**src/rtl/npu_pkg.sv**
```systemverilog
// Shared NPU definitions used by the tap chain.
//   chain_mode_e : stage0 source selection (SHIFT takes the input vector,
//                  ROTATE recirculates the current tap stage).
//   clamp_len    : maps a programmed length onto 1..depth; 0 or anything
//                  beyond depth selects the full physical chain.
package npu_pkg;

    typedef enum logic {
        SHIFT  = 1'b0,
        ROTATE = 1'b1
    } chain_mode_e;

    function automatic int clamp_len(input int len, input int depth);
        int r;
        if ((len == 0) || (len > depth)) begin
            r = depth;
        end else begin
            r = len;
        end
        return r;
    endfunction

endpackage

```
**src/rtl/tap_chain_stage.sv**
```systemverilog
// One stage of the tap chain: LANES x DWIDTH data register plus a valid bit
// shared by all lanes of the stage.
// Ports:
//   clk, rst   : clock, asynchronous active-low reset
//   i_flush    : synchronous clear, wins over i_en
//   i_en       : load i_d / i_dv, otherwise hold
//   i_d, i_dv  : next stage contents
//   o_q, o_qv  : current stage contents
module tap_chain_stage
    import npu_pkg::*;
#(
    parameter int DWIDTH = 8,
    parameter int LANES  = 4
) (
    input  logic              clk,
    input  logic              rst,
    input  logic              i_flush,
    input  logic              i_en,
    input  logic [DWIDTH-1:0] i_d [0:LANES-1],
    input  logic              i_dv,
    output logic [DWIDTH-1:0] o_q [0:LANES-1],
    output logic              o_qv
);

    logic [DWIDTH-1:0] r_q [0:LANES-1];
    logic              r_qv;

    // Stage register: reset > flush > enable > hold.
    always_ff @(posedge clk or negedge rst) begin
        if (!rst) begin
            for (int l = 0; l < LANES; l++) begin
                r_q[l] <= '0;
            end
            r_qv <= 1'b0;
        end else if (i_flush) begin
            for (int l = 0; l < LANES; l++) begin
                r_q[l] <= '0;
            end
            r_qv <= 1'b0;
        end else if (i_en) begin
            r_q  <= i_d;
            r_qv <= i_dv;
        end else begin
            r_q  <= r_q;
            r_qv <= r_qv;
        end
    end

    assign o_q  = r_q;
    assign o_qv = r_qv;

endmodule

```
**src/rtl/tap_chain.sv**
```systemverilog
// Multi-lane tapped delay chain with per-stage valid, programmable active
// length, rotate (recirculate) mode and synchronous flush.
// Ports:
//   clk, rst          : clock, asynchronous active-low reset
//   i_en              : advance the chain (0 = hold everything)
//   i_flush           : synchronous clear, priority over i_en
//   i_mode            : 0 = shift in i_data, 1 = rotate tap stage into stage0
//   i_len             : active length; 0 or > DEPTH means DEPTH
//   i_valid, i_data   : input vector and its valid (shift mode only)
//   i_lane_mask       : per-lane take (1) / zero-fill (0)
//   o_data, o_valid   : every stage, visible as taps
//   o_tap_data/valid  : stage Leff-1, combinational from state and i_len
//   o_count           : number of valid stages among 0..Leff-1
module tap_chain
    import npu_pkg::*;
#(
    parameter int DWIDTH = 8,
    parameter int LANES  = 4,
    parameter int DEPTH  = 8,
    parameter int LENW   = $clog2(DEPTH + 1)
) (
    input  logic              clk,
    input  logic              rst,
    input  logic              i_en,
    input  logic              i_flush,
    input  logic              i_mode,
    input  logic [LENW-1:0]   i_len,
    input  logic              i_valid,
    input  logic [DWIDTH-1:0] i_data      [0:LANES-1],
    input  logic [LANES-1:0]  i_lane_mask,
    output logic [DWIDTH-1:0] o_data      [0:DEPTH-1][0:LANES-1],
    output logic [DEPTH-1:0]  o_valid,
    output logic [DWIDTH-1:0] o_tap_data  [0:LANES-1],
    output logic              o_tap_valid,
    output logic [LENW-1:0]   o_count
);

    logic [LENW-1:0]   w_leff;
    logic [DWIDTH-1:0] w_q        [0:DEPTH-1][0:LANES-1];
    logic [DEPTH-1:0]  w_qv;
    logic [DWIDTH-1:0] w_src_data [0:LANES-1];
    logic              w_src_valid;
    logic [DWIDTH-1:0] w_tap_data [0:LANES-1];
    logic              w_tap_valid;
    logic [LENW-1:0]   w_count;

    assign w_leff = LENW'(clamp_len(int'(i_len), DEPTH));

    // Tap mux: select stage Leff-1 without a bit-width-mismatched array index.
    always_comb begin
        for (int l = 0; l < LANES; l++) begin
            w_tap_data[l] = '0;
        end
        w_tap_valid = 1'b0;
        for (int k = 0; k < DEPTH; k++) begin
            if (k == (int'(w_leff) - 1)) begin
                w_tap_data  = w_q[k];
                w_tap_valid = w_qv[k];
            end else begin
                w_tap_valid = w_tap_valid;
            end
        end
    end

    // Occupancy: popcount of valid over the active stages only.
    always_comb begin
        w_count = '0;
        for (int k = 0; k < DEPTH; k++) begin
            if (k < int'(w_leff)) begin
                w_count = w_count + LENW'(w_qv[k]);
            end else begin
                w_count = w_count;
            end
        end
    end

    // Stage0 source: masked input in shift mode, the tap stage in rotate mode.
    always_comb begin
        for (int l = 0; l < LANES; l++) begin
            w_src_data[l] = '0;
        end
        w_src_valid = 1'b0;
        if (chain_mode_e'(i_mode) == ROTATE) begin
            w_src_data  = w_tap_data;
            w_src_valid = w_tap_valid;
        end else begin
            for (int l = 0; l < LANES; l++) begin
                w_src_data[l] = i_lane_mask[l] ? i_data[l] : '0;
            end
            w_src_valid = i_valid;
        end
    end

    // Stages beyond Leff still follow their predecessor; only stage0's source changes.
    for (genvar k = 0; k < DEPTH; k++) begin : g_stage
        if (k == 0) begin : g_first
            tap_chain_stage #(.DWIDTH(DWIDTH), .LANES(LANES)) u_stage (
                .clk     (clk),
                .rst     (rst),
                .i_flush (i_flush),
                .i_en    (i_en),
                .i_d     (w_src_data),
                .i_dv    (w_src_valid),
                .o_q     (w_q[k]),
                .o_qv    (w_qv[k])
            );
        end else begin : g_rest
            tap_chain_stage #(.DWIDTH(DWIDTH), .LANES(LANES)) u_stage (
                .clk     (clk),
                .rst     (rst),
                .i_flush (i_flush),
                .i_en    (i_en),
                .i_d     (w_q[k-1]),
                .i_dv    (w_qv[k-1]),
                .o_q     (w_q[k]),
                .o_qv    (w_qv[k])
            );
        end
    end

    assign o_data      = w_q;
    assign o_valid     = w_qv;
    assign o_tap_data  = w_tap_data;
    assign o_tap_valid = w_tap_valid;
    assign o_count     = w_count;

endmodule

```
**config.mk**
```make
export PLATFORM = sky130hd
export DESIGN_NAME = tap_chain
export DESIGN_NICKNAME = d
export VERILOG_FILES = /design/src/rtl/npu_pkg.sv /design/src/rtl/tap_chain_stage.sv /design/src/rtl/tap_chain.sv
export SDC_FILE = /design/constraint.sdc
export NUM_CORES = 1
export LEC_CHECK = 0
export CELL_PAD_IN_SITES_DETAIL_PLACEMENT = 1
export CELL_PAD_IN_SITES_GLOBAL_PLACEMENT = 1
export CORE_MARGIN = 2
export CORE_UTILIZATION = 30
export CTS_CLUSTER_DIAMETER = 120
export CTS_CLUSTER_SIZE = 28
export DETAILED_ROUTE_END_ITERATION = 12
export PLACE_DENSITY = 0.67
export SLEW_MARGIN = 20
export SYNTH_ARGS = -nofsm -noshare
export SYNTH_HDL_FRONTEND = slang
export SYNTH_SLANG_ARGS = --single-unit
```
**constraint.sdc**
```tcl
create_clock -name clk -period 17.3 [get_ports clk]
set_input_delay 3.46 -clock clk [delete_from_list [all_inputs] [get_ports clk]]
set_output_delay 3.46 -clock clk [all_outputs]
set_load 0.01 [all_outputs]
```
==> flow_summary_export.csv <==
group,metric,value,unit
run_status,status,"finished, final reports clean",
synth,syn_avg_cell_area,9.62,um2
synth,yosys_warnings,0,
critical_path,slowest_stage,"clkdlybuf4s50_1",
grt,grt_antenna_before_repair,0,
clock_network,cts_tree,"yes",
synth,ys_seq_area_share,47.2,%
critical_path,cp-end-kind,"output pin",
clock_network,post-cts-setup-buffer-count,0,
timing,holdWs,0.566,ns
placement,post-place-ws,3.66,ns
timing,finalHoldViolations,0,
timing,max_freq,73.2,MHz
drt,wl_per_cell,23.3,um
synth,synth_cell_types,54,
synth,synth_cells,1455,
layout,final_nets,1763,
power_and_ir_drop,p_total,1170,uW
synth,synthArstFlopShare,100,%
worst_hold_path,hp-class,"reg -> reg",
critical_path,cp.arrival,10.20,ns
synth,synth_common_cells,"290 x nor2_1, 264 x dfrtp_1, 262 x mux2i_1, 97 x a21oi_1, 78 x nand2_1",
layout,area_delta_synth_final,30.4,%
run,max_cap_viol_count,0,
critical_path,cp-start-kind,"primary input",
power_and_ir_drop,power_density,63.8,mW/mm2
timing,rsz0062_at_grt,"false",
synth,post_synth_mux_area_share,19.5,%
timing,finalSetupTns,0,ns
clock_network,post_cts_resized,0,
timing,layout_min_cycle_time,13.66,ns
grt,grt_pass1_vias,12660,
synth,synth_top_area_share,47.2,%
timing,skew,0.0148,ns
synth,ys_ff_latch,264,
floorplan,die_w,220,um
synth,synth_largest_area_cell,"dfrtp_1",
synth,synthSimpleGateAreaFrac,12.0,%
layout,nFillCells,5254,
synth,synth_area_leaders,"dfrtp_1 47%, mux2i_1 19%, nor2_1 7.8%",
synth,syn_area,0.0140,mm2
critical_path,crit_path_frequent_cell,"ha_1",
synth,synth-compound-area-share,14.9,%
floorplan,io_pins,347,
drt,first_iter_violations,653,
critical_path,path_buf_inv,2,
timing,timing.slew.headroom,23.6,%
synth,yosys_most_used_dff,"dfrtp_1",
drt,via_count,12154,
timing,fin_ws,3.64,ns
floorplan,die_h,220,um
placement,hpwl,34.9,mm
floorplan,row_count,79,
clock_network,insertion_delay,0.50,ns
power_and_ir_drop,p_leak,0.00826,uW
placement,gp_congestion,0.835,
clock_network,numCtsBuffers,13,
critical_path,max_stage_delay,0.68,ns
drt,drc,0,
synth,yosys.area_share.xor_xnor,0.375,%
layout,drive_above_1_share,4.05,%
power_and_ir_drop,ir_worst_vdd,44.1,uV
timing,setup_viol,0,
grt,grt_usage,21.9,%
timing,tightest_slew,1.14,ns
placement,dpl_cell_area,0.0179,mm2
timing,fin_crit_sh,78.9,%
clock_network,cts_max_level,1,
clock_network,cts.sinks,264,
layout,antennaDiodeCount,0,
synth,synth-adder-area-share,1.16,%
floorplan,die-area,0.0484,mm2
drt,wirelength,53.8,mm
critical_path,path_class,"in -> out",
drt,viasPerCell,5.26,
drt,ant_nets,0,
placement,io_buffer_count,346,
synth,synth_top_family_by_area,"multiplexers",
floorplan,core_region_area,0.0464,mm2
drt,drt_first_pass_iters,5,
grt,grt_start_max_net_pins,152,
critical_path,cp_top_family,"adder cells",
clock_network,clk_pin_slew_worst_paths,0.11,ns
grt,grt_first_pass_wirelength,81.3,mm
critical_path,crit_fanout,14,
critical_path,required,13.84,ns
floorplan,initial_core_util,30.2,%
clock_network,ctsRootBufferMaster,"clkbuf_16",
layout,finalInstanceArea,0.0183,mm2
synth,postSynthNetCount,1514,
timing,slew_viol_final,0,
clock_network,clock_path_buffers,3,
grt,grt-ovfl-total,0,
synth,yosysMostFrequentCell,"nor2_1",
clock_network,ctsHoldBuffers,0,
synth,synth_edf_count,0,
## worst register-to-register path, delay by kind of cell (launching register included)
family	cells	cell delay, ns
AOI/OAI and AO/OA	4	0.90
DFF	1	0.58
muxes	1	0.12
## cell families (layout without fill, tap and decap cells)
family                   after synthesis  in the layout
AO/OA/AOI/OAI                        325            325
XOR/XNOR                               6              6
adder cells (fa/ha/maj)               13             13
buffers and inverters                165            414
flip-flops                           264            264
multiplexers                         272            272
AND/OR/NAND/NOR                      410            410
## registers in the layout, summed over array words and instances, names as in the netlist
name,flops
g_stage.g_rest.u_stage.o_qv,7
g_stage.g_first.u_stage.o_q,32
g_stage.g_rest.u_stage.o_q,224
g_stage.g_first.u_stage.o_qv,1
## cell usage in the layout (no fill, tap or decap), drive strengths merged, types with 2 or more instances in the layout
| cell type | netlist | final |
|---|---|---|
| clkdlybuf4s50 | 0 | 340 |
| nor2 | 290 | 290 |
| dfrtp | 264 | 264 |
| mux2i | 262 | 262 |
| a21oi | 97 | 97 |
| nand2 | 78 | 78 |
| o21ai | 74 | 74 |
| a22oi | 37 | 37 |
| inv | 36 | 36 |
| o22ai | 33 | 33 |
| o21a | 33 | 33 |
| a311o | 29 | 29 |
| buf | 52 | 22 |
| ha | 13 | 13 |
| clkbuf | 76 | 13 |
| mux2 | 10 | 10 |
| nand3 | 7 | 7 |
| nor2b | 7 | 7 |
| and2 | 6 | 6 |
| nand2b | 5 | 5 |
| xnor2 | 5 | 5 |
| o2111ai | 5 | 5 |
| or2 | 3 | 3 |
| nor3b | 3 | 3 |
| a31oi | 3 | 3 |
| nand3b | 2 | 2 |
| a221o | 2 | 2 |
| nand4 | 2 | 2 |
| clkinv | 1 | 2 |
| nor3 | 2 | 2 |
| a221oi | 2 | 2 |
| o211ai | 2 | 2 |
| nor4b | 2 | 2 |
## layout make-up
cell class / count / area [um2] / share of cell area, %
inverters: 37 / 139 / 0.761
flip-flops and latches: 264 / 6610 / 36.2
well taps: 607 / 759 / 4.16
multi-input cells: 1026 / 6770 / 37.1
repair buffers: 362 / 3610 / 19.8
clock inverters: 2 / 46.3 / 0.254
clock buffers: 13 / 325 / 1.78
## layer usage
| metal | wire [um] | GRT usage, % | vias to the layer above | share of wire [%] |
|---|---|---|---|---|
| met1 | 24700 | 30.1 | 6290 | 46 |
| met2 | 25300 | 35.8 | 276 | 47 |
| li1 | - | - | 5542 | - |
| met3 | 2720 | 4.22 | 46 | 5.1 |
| met5 | 0 | 0 | - | 0 |
| met4 | 1090 | 4.43 | 0 | 2.0 |
## stage by stage
step           instances  util [%]
2_1_floorplan       1455         -
3_3_place_gp        2296      38.6
3_5_place_dp        2296      38.6
4_1_cts             2311      39.4
5_1_grt             2311      39.4
6_report            2311      39.4
## worst paths after layout
check                                                  start                                end  slack, ns  cells past startpoint
max in group asynchronous                                rst  g_stage[4].g_rest.u_stage.o_q[28]      12.89                      2
max                                                 i_len[3]                         o_count[3]       3.64                     27
max reg2reg                  g_stage[0].g_first.u_stage.o_qv    g_stage[0].g_first.u_stage.o_qv      15.62                      5
min reg2reg                g_stage[7].g_rest.u_stage.o_q[22]  g_stage[7].g_rest.u_stage.o_q[22]       0.57                      2
min                        g_stage[7].g_rest.u_stage.o_q[22]  g_stage[7].g_rest.u_stage.o_q[22]       0.57                      2
min in group asynchronous                                rst   g_stage[7].g_rest.u_stage.o_q[2]       2.97                      1
## where the power goes
| group | switching (uW) | internal, uW | total [uW] | leakage (uW) |
|---|---|---|---|---|
| Combinational | 105 | 63.6 | 169 | 0.00440 |
| Clock | 213 | 154 | 367 | 0.000181 |
| Sequential | 7.31 | 622 | 629 | 0.00368 |
(Power assumes the default switching activity.)
